[src/rtl/cfg_loader_pkg.sv]
// Shared register map, field positions and FSM state type for the serial config loader.
package cfg_loader_pkg;

    localparam logic [3:0] OFF_DATA   = 4'h0;
    localparam logic [3:0] OFF_CTRL   = 4'h4;
    localparam logic [3:0] OFF_STATUS = 4'h8;

    localparam int unsigned CTRL_START     = 0;
    localparam int unsigned CTRL_IE        = 1;
    localparam int unsigned CTRL_DIV_LSB   = 8;
    localparam int unsigned DIV_W          = 8;
    localparam int unsigned CTRL_LEN_LSB   = 16;
    localparam int unsigned LEN_W          = 5;

    localparam int unsigned STAT_BUSY      = 0;
    localparam int unsigned STAT_DONE      = 1;
    localparam int unsigned STAT_COUNT_LSB = 8;
    localparam int unsigned CNT_W          = 8;

    localparam int unsigned BITCNT_W       = 6;

    typedef enum logic [1:0] {
        IDLE   = 2'd0,
        LOW    = 2'd1,
        HIGH   = 2'd2,
        FINISH = 2'd3
    } state_e;

endpackage

[src/rtl/cfg_half_period_timer.sv]
// Half-period down-counter: reloads on phase entry, flags expiry when it reaches zero.
module cfg_half_period_timer #(
    parameter int unsigned W = 8
) (
    input  logic         clk_i,
    input  logic         rst_ni,
    input  logic         load_i,
    input  logic [W-1:0] load_val_i,
    output logic         expire_c_o
);

    logic [W-1:0] count_q;

    // Reload on phase entry, otherwise count down and park at zero.
    always_ff @(posedge clk_i) begin
        if (!rst_ni) begin
            count_q <= '0;
        end else if (load_i) begin
            count_q <= load_val_i;
        end else if (count_q != '0) begin
            count_q <= count_q - W'(1);
        end
    end

    assign expire_c_o = (count_q == '0);

endmodule

[src/rtl/cfg_serial_loader.sv]
// Wishbone slave that shifts a 32-bit config word MSB-first onto a clk/din pair.
module cfg_serial_loader
    import cfg_loader_pkg::*;
#(
    parameter logic [31:0] BASE_ADDR = 32'h3000_0000,
    parameter logic [7:0]  DIV_RESET = 8'd3
) (
    input  logic        wb_clk_i,
    input  logic        wb_rst_ni,
    input  logic        wbs_stb_i,
    input  logic        wbs_cyc_i,
    input  logic        wbs_we_i,
    input  logic [3:0]  wbs_sel_i,
    input  logic [31:0] wbs_dat_i,
    input  logic [31:0] wbs_adr_i,
    output logic        wbs_ack_o,
    output logic [31:0] wbs_dat_o,
    output logic        cfg_clk_o,
    output logic        cfg_din_o,
    output logic        cfg_busy_o,
    output logic        irq_o
);

    state_e                 state_q;
    logic [31:0]            data_q, data_d;
    logic [DIV_W-1:0]       div_q, div_d;
    logic [LEN_W-1:0]       len_q, len_d;
    logic                   ie_q, ie_d;
    logic                   done_q, done_d;
    logic [CNT_W-1:0]       count_q, count_d;
    logic [31:0]            shift_q;
    logic [BITCNT_W-1:0]    bitcnt_q;
    logic                   ack_q, clk_q, din_q, busy_q, irq_q;
    logic [31:0]            rdat_q;

    logic                   acc_c, wr_c, start_c, expire_c, load_c, last_bit_c;
    logic [31:0]            rdata_c;

    // Address decode: one access per ack, never while an ack is pending.
    assign acc_c = wbs_cyc_i & wbs_stb_i & ~ack_q &
                   (wbs_adr_i[31:4] == BASE_ADDR[31:4]);
    assign wr_c  = acc_c & wbs_we_i;

    // Register file next-state, including busy write protection and FINISH side effects.
    always_comb begin
        data_d  = data_q;
        div_d   = div_q;
        len_d   = len_q;
        ie_d    = ie_q;
        done_d  = done_q;
        count_d = count_q;
        start_c = 1'b0;
        if (wr_c) begin
            case (wbs_adr_i[3:0])
                OFF_DATA: begin
                    if (!busy_q) begin
                        for (int b = 0; b < 4; b++) begin
                            if (wbs_sel_i[b]) data_d[8*b +: 8] = wbs_dat_i[8*b +: 8];
                        end
                    end
                end
                OFF_CTRL: begin
                    if (wbs_sel_i[0]) ie_d = wbs_dat_i[CTRL_IE];
                    if (!busy_q) begin
                        if (wbs_sel_i[1]) div_d = wbs_dat_i[CTRL_DIV_LSB +: DIV_W];
                        if (wbs_sel_i[2]) len_d = wbs_dat_i[CTRL_LEN_LSB +: LEN_W];
                        start_c = wbs_sel_i[0] & wbs_dat_i[CTRL_START];
                    end
                end
                OFF_STATUS: begin
                    if (wbs_sel_i[0] && wbs_dat_i[STAT_DONE]) done_d = 1'b0;
                end
                default: ;
            endcase
        end
        // Completion beats a simultaneous clear.
        if (state_q == FINISH) begin
            done_d  = 1'b1;
            count_d = count_q + CNT_W'(1);
        end
    end

    // Read mux over the current register contents.
    always_comb begin
        rdata_c = '0;
        case (wbs_adr_i[3:0])
            OFF_DATA:   rdata_c = data_q;
            OFF_CTRL:   rdata_c = {11'b0, len_q, div_q, 6'b0, ie_q, 1'b0};
            OFF_STATUS: rdata_c = {16'b0, count_q, 6'b0, done_q, busy_q};
            default:    rdata_c = '0;
        endcase
    end

    assign last_bit_c = (bitcnt_q == BITCNT_W'(1));

    // Reload the half-period timer on every entry into LOW or HIGH.
    assign load_c = ((state_q == IDLE) & start_c) |
                    ((state_q == LOW)  & expire_c) |
                    ((state_q == HIGH) & expire_c & ~last_bit_c);

    cfg_half_period_timer #(.W(DIV_W)) u_timer (
        .clk_i      (wb_clk_i),
        .rst_ni     (wb_rst_ni),
        .load_i     (load_c),
        .load_val_i (div_d),
        .expire_c_o (expire_c)
    );

    // Bus response, register file and serialiser FSM with registered outputs.
    always_ff @(posedge wb_clk_i) begin
        if (!wb_rst_ni) begin
            state_q  <= IDLE;
            data_q   <= '0;
            div_q    <= DIV_RESET;
            len_q    <= '0;
            ie_q     <= 1'b0;
            done_q   <= 1'b0;
            count_q  <= '0;
            shift_q  <= '0;
            bitcnt_q <= '0;
            ack_q    <= 1'b0;
            rdat_q   <= '0;
            clk_q    <= 1'b0;
            din_q    <= 1'b0;
            busy_q   <= 1'b0;
            irq_q    <= 1'b0;
        end else begin
            ack_q   <= acc_c;
            rdat_q  <= (acc_c && !wbs_we_i) ? rdata_c : 32'h0;
            data_q  <= data_d;
            div_q   <= div_d;
            len_q   <= len_d;
            ie_q    <= ie_d;
            done_q  <= done_d;
            count_q <= count_d;
            irq_q   <= done_d & ie_d;
            case (state_q)
                IDLE: begin
                    if (start_c) begin
                        state_q  <= LOW;
                        shift_q  <= data_q;
                        bitcnt_q <= BITCNT_W'(len_d) + BITCNT_W'(1);
                        clk_q    <= 1'b0;
                        din_q    <= data_q[31];
                        busy_q   <= 1'b1;
                    end
                end
                LOW: begin
                    if (expire_c) begin
                        state_q <= HIGH;
                        clk_q   <= 1'b1;
                    end
                end
                HIGH: begin
                    if (expire_c) begin
                        shift_q  <= {shift_q[30:0], 1'b0};
                        bitcnt_q <= bitcnt_q - BITCNT_W'(1);
                        clk_q    <= 1'b0;
                        if (last_bit_c) begin
                            state_q <= FINISH;
                            din_q   <= 1'b0;
                        end else begin
                            state_q <= LOW;
                            din_q   <= shift_q[30];
                        end
                    end
                end
                FINISH: begin
                    state_q <= IDLE;
                    busy_q  <= 1'b0;
                end
                default: state_q <= IDLE;
            endcase
        end
    end

    assign wbs_ack_o  = ack_q;
    assign wbs_dat_o  = rdat_q;
    assign cfg_clk_o  = clk_q;
    assign cfg_din_o  = din_q;
    assign cfg_busy_o = busy_q;
    assign irq_o      = irq_q;

endmodule

[config.mk]
export PLATFORM = sky130hd
export DESIGN_NAME = cfg_serial_loader
export DESIGN_NICKNAME = d
export VERILOG_FILES = /design/src/rtl/cfg_loader_pkg.sv /design/src/rtl/cfg_half_period_timer.sv /design/src/rtl/cfg_serial_loader.sv
export SDC_FILE = /design/constraint.sdc
export NUM_CORES = 1
export LEC_CHECK = 0
export CAP_MARGIN = 0
export CORE_UTILIZATION = 47
export DETAILED_ROUTE_END_ITERATION = 10
export PLACE_DENSITY = 0.84
export SLEW_MARGIN = 5
export SYNTH_ARGS = -nofsm -noshare
export SYNTH_HDL_FRONTEND = slang
export SYNTH_SLANG_ARGS = --single-unit
[constraint.sdc]
create_clock -name wb_clk_i -period 3.25 [get_ports wb_clk_i]
set_clock_uncertainty 0.05 [all_clocks]
set_input_delay 0.65 -clock wb_clk_i [delete_from_list [all_inputs] [get_ports wb_clk_i]]
set_output_delay 0.65 -clock wb_clk_i [all_outputs]
set_load 0.05 [all_outputs]
Word-level counts from Yosys, hierarchy flattened
Index checks and enable logic that the tools add are counted.

$add $sub $neg: 4. Equal/unequal tests: 10. Multiplexer cells: 42. Bitwise operators: 15. Reductions and logical operators: 20.

Operators with widths (number): case mux 32 bit (3 select lines) (1); 2-to-1 mux 31 bit (2); case mux 31 bit (2 select lines) (1); 2-to-1 mux 8 bit (6); equality test 28 x 26 -> 1 bit (second input constant) (1); 2-to-1 mux 5 bit (4); AND reduction 4 bit (5); 2-to-1 mux 1 bit (17); 2-to-1 mux 6 bit (2); case mux 6 bit (2 select lines) (1); AND 1 bit (10); adder 8 x 1 -> 8 bit (second input constant) (1); logical NOT 8 bit (1); 2-to-1 mux 2 bit (4); case mux 2 bit (4 select lines) (1); nonzero test 8 bit (1); subtractor 8 x 1 -> 8 bit (second input constant) (1); adder 5 x 1 -> 6 bit (second input constant) (1); equality test 6 x 1 -> 1 bit (second input constant) (1); != test 2 bit (second input constant) (3); AND reduction 3 bit (2); nonzero test 2 bit (3); subtractor 6 x 1 -> 6 bit (second input constant) (1); equality test 2 bit (second input constant) (2); other kinds (13) (19).

Register bits after elaboration: 139. Input port bits: 73. Output and inout port bits: 37. Word-level logic and storage cells: 110.

Logic depth before layout (Yosys ltp)
Word-level depth: 9. Mapped depth: 9. Depth with buffers taken out: 7.

Modules after synthesis
Synthesis repeated with hierarchy kept, for this count alone.

Cells, all modules: 643. Area total of the unflattened synthesis: 6007.0 sq um.

By module, submodules not included: cfg_serial_loader (instances 1, cells an instance 592, area each 5549.1 sq um); cfg_half_period_timer (instances 1, cells an instance 51, area each 457.9 sq um).

Least setup slack after synthesis
No wires, ideal clock.

Path kind: input to register. Start point: input wbs_adr_i[13]. End point: register bitcnt_q[4]. Data arrival time: 2185 ps. Data required time: 3068 ps. Path slack: 883 ps. Stages: 7. Path buffers: 2. Cells stage by stage: nor4_1 nand4_1 nor3_1 buf_2 buf_1 a2bb2oi_1 o22ai_1.

Cells in the longest elaborated chain, start to end: 7.

Ends and longest elaborated chain: start, declared (RTL line cfg_serial_loader.sv:15) `input logic [31:0] wbs_adr_i,`; equality test 28 x 26 -> 1 bit (*) (RTL line cfg_serial_loader.sv:41) `(wbs_adr_i[31:4] == BASE_ADDR[31:4]);`; AND 1 bit (*) (RTL line cfg_serial_loader.sv:40) `assign acc_c = wbs_cyc_i & wbs_stb_i & ~ack_q &`; AND 1 bit (*) (RTL line cfg_serial_loader.sv:42) `assign wr_c = acc_c & wbs_we_i;`; 2-to-1 mux 5 bit (RTL line cfg_serial_loader.sv:53) `if (wr_c) begin`; adder 5 x 1 -> 6 bit (RTL line cfg_serial_loader.sv:142) `bitcnt_q <= BITCNT_W'(len_d) + BITCNT_W'(1);`; 2-to-1 mux 6 bit (RTL line cfg_serial_loader.sv:139) `if (start_c) begin`; case mux 6 bit (2 select lines) (RTL line cfg_serial_loader.sv:137) `case (state_q)`; end signal, assigned (RTL line cfg_serial_loader.sv:142); end signal, assigned (RTL line cfg_serial_loader.sv:157) `bitcnt_q <= bitcnt_q - BITCNT_W'(1);`; end, declared (RTL line cfg_serial_loader.sv:32) `logic [BITCNT_W-1:0] bitcnt_q;`.

Mark *: on every way between the ends. The rest lies on a longest branch, timed or not. The select of a mux whose other input is x is not followed. A chain may end at the register's enable or synchronous reset.

Worst setup path after layout
Start point: input wbs_adr_i[13]. End point: register data_q[14].

Cells in the longest elaborated chain, start to end: 4.

Ends and longest elaborated chain: equality test 28 x 26 -> 1 bit (RTL line cfg_serial_loader.sv:41); AND 1 bit (RTL line cfg_serial_loader.sv:40); AND 1 bit (RTL line cfg_serial_loader.sv:42); AND reduction 4 bit (no source line); end signal, assigned (RTL line cfg_serial_loader.sv:130) `data_q <= data_d;`; end, declared (RTL line cfg_serial_loader.sv:25) `logic [31:0] data_q, data_d;`.

No other way between the ends.

==> impl_metrics.toml <==
[global_routing]
antenna_found_initial = 0
grt_pass1_vias = 5404
grt_overflow = 0
grt_first_pass_wirelength_um = 26650
grt_max_degree = 68
track_usage_pct = 25.32

[drt]
drc = 0
routedLengthMet1_um = 6742
firstDrtPassIters = 7
met2_length_um = 7965
vias = 5595
vias_per_cell = 5.756
routedWlPerCell_um = 16.79
first_iter_violations = 591
ant_nets = 0
finalWirelength_um = 16320
wl_met3_um = 1324
routed.top_layer = "met4"

[sta]
worstMarginPinSlew_ps = 867.7
setup_viol = 0
hold_viol = 0
finalCritPeriodShare_pct = 81.40
max_freq_mhz = 378.0
rsz0062_at_grt = "no"
slew_viol_final = 0
slew_headroom_pct = 42.15
period_needed_ps = 2646
finalSetupTns_ps = 0

[min_path]
hp-start = "bitcnt_q[5]"
hp-class = "flip-flop to flip-flop"
hold_depth = 2

[power_and_ir_drop]
power.density_nw_per_um2 = 544.6
vdd_drop_max_v = 0.0004097
p_leak_uw = 0.002800

[critical_path]
r2r-start = "u_timer.count_q[2]"
path_max_fanout = 8
cp-startpoint = "wbs_adr_i[13]"
r2r_cells = 6
crit_type = "primary input to flip-flop"
critPathRequiredTime_ps = 3460
start_kind = "primary input"
cp-end-kind = "flip-flop"
cp.arrival_ps = 2850

[floorplan]
initial_core_util_pct = 48.59
io_pins = 110
die_y_um = 116.7
fp.dieW_um = 116.7
core_region_area_sq_um = 12720
die_area_sq_um = 13620
rows = 41

[finish]
final_common_cell = "dfxtp_1"
diodes = 0
mostFrequentLayoutCells = "dfxtp_1 (139), nand2_1 (136), clkdlybuf4s50_1 (108)"
fill_cells = 1045
area_growth_pct = 31.59
nets = 865
drive_above_1_share_pct = 11.38
finalNonFillerCells = 972

[synthesis]
ys_async_sr_fraction_pct = 0
ys_ff_latch = 139
ys_seq_area_share_pct = 45.01
netlist_area_sq_um = 6182
ys.flop_type = "dfxtp_1"
synth_cells = 685
synth_cell_type_count = 54
avgSynthCellArea_sq_um = 9.025
syn-num-nets = 763
synth_edf_count = 0
ys_warn_count = 0

[place]
gp_congestion = 0.8436
io_buffers = 109
dp_cells = 940
hpwl_um = 10960

[run_status]
status = "finished clean"

[cts]
clk_path_buf_depth = 2
post_cts_resized = 0
cts.sinks = 139
post_cts_buffers = 0
cts_root_buf = "clkbuf_16"
numCtsBuffers = 17
clk_pin_slew_worst_paths_ps = 60
cts_tree = "yes"
cts-htree-levels = 4
clk_latency_ps = 410
cts_hold_buf = 0

[run]
maxCapViolCount = 0
[registers in the layout (all words and copies together), names as in the netlist, 2 cells and up]
signal / count
wbs_dat_o: 32
shift_q: 31
len_q: 5
bitcnt_q: 6
data_q: 32
div_q: 8
u_timer.count_q: 8
count_q: 8
state_q: 2
[worst max-delay path: stages]
cell,delay (ps)
clkdlybuf4s50_1,400
nor4_1,360
nand4_1,380
buf_4,280
nor4_4,250
buf_4,240
mux2i_1,220
nor2_1,70
[worst paths after layout]
kind                       to  slack [ps]
setup / recovery   data_q[14]         600
hold reg to reg   bitcnt_q[5]         420
setup reg to reg  bitcnt_q[4]         790
hold / removal    bitcnt_q[5]         420
[layer usage]
metal,global-route usage (%),vias to the layer above
met5,0,-
met4,10.97,0
met3,6.487,29
met2,41.26,280
met1,31.70,2638
li1,-,2648
[where the power goes]
| group | internal, uW | switching [uW] | total (uW) |
|---|---|---|---|
| Combinational | 260 | 287 | 548 |
| Sequential | 1750 | 59.2 | 1810 |
| Clock | 1340 | 740 | 2080 |
[stage by stage]
stage	util (%)	worst slack, ps	area (sq um)	power [uW]	hold slack (ps)
after floorplan	-	882.7	6182	2191	393.4
after global placement	58.91	156.3	7495	2357	406.0
after detailed placement	58.91	145.5	7495	2369	410.2
after CTS	63.95	579.4	8135	4440	419.6
after global routing	63.95	394.1	8135	4570	430.4
final	63.95	604.5	8135	4430	420.5
[cell type report]
type                            count  area (sq um)  area share (%)
Timing Repair Buffer              135          1319           16.21
Clock buffer                       20         456.7           5.614
Sequential cell                   139          2783           34.20
Multi-Input combinational cell    486          3148           38.70
Clock inverter                     12         183.9           2.261
Tap cell                          172         215.2           2.645
Inverter                            8         30.03          0.3691
[synth_stat cells, types with 10 or more instances]
master,count,area (sq um)
a21oi_1,15,75.07
a311oi_1,12,105.1
a311oi_2,20,300.3
and2_1,19,118.9
buf_2,13,65.06
clkbuf_1,32,120.1
dfxtp_1,139,2783
mux2i_1,48,480.5
nand2_1,136,510.5
nand3_1,11,55.05
nand4_1,10,62.56
nor2_1,55,206.5
nor3_1,40,200.2
nor4_1,10,62.56
[cells by family (layout without fill, tap and decap cells)]
group	after synthesis	in the layout	share of synthesized area, %
compound gates	95	95	14.11
simple gates	320	320	25.12
flops	139	139	45.01
mux	49	49	7.954
buf+inv	60	175	4.392
xor+xnor	17	17	2.409
fa+ha+maj	5	5	1.012
(Power assumes the default switching activity.)
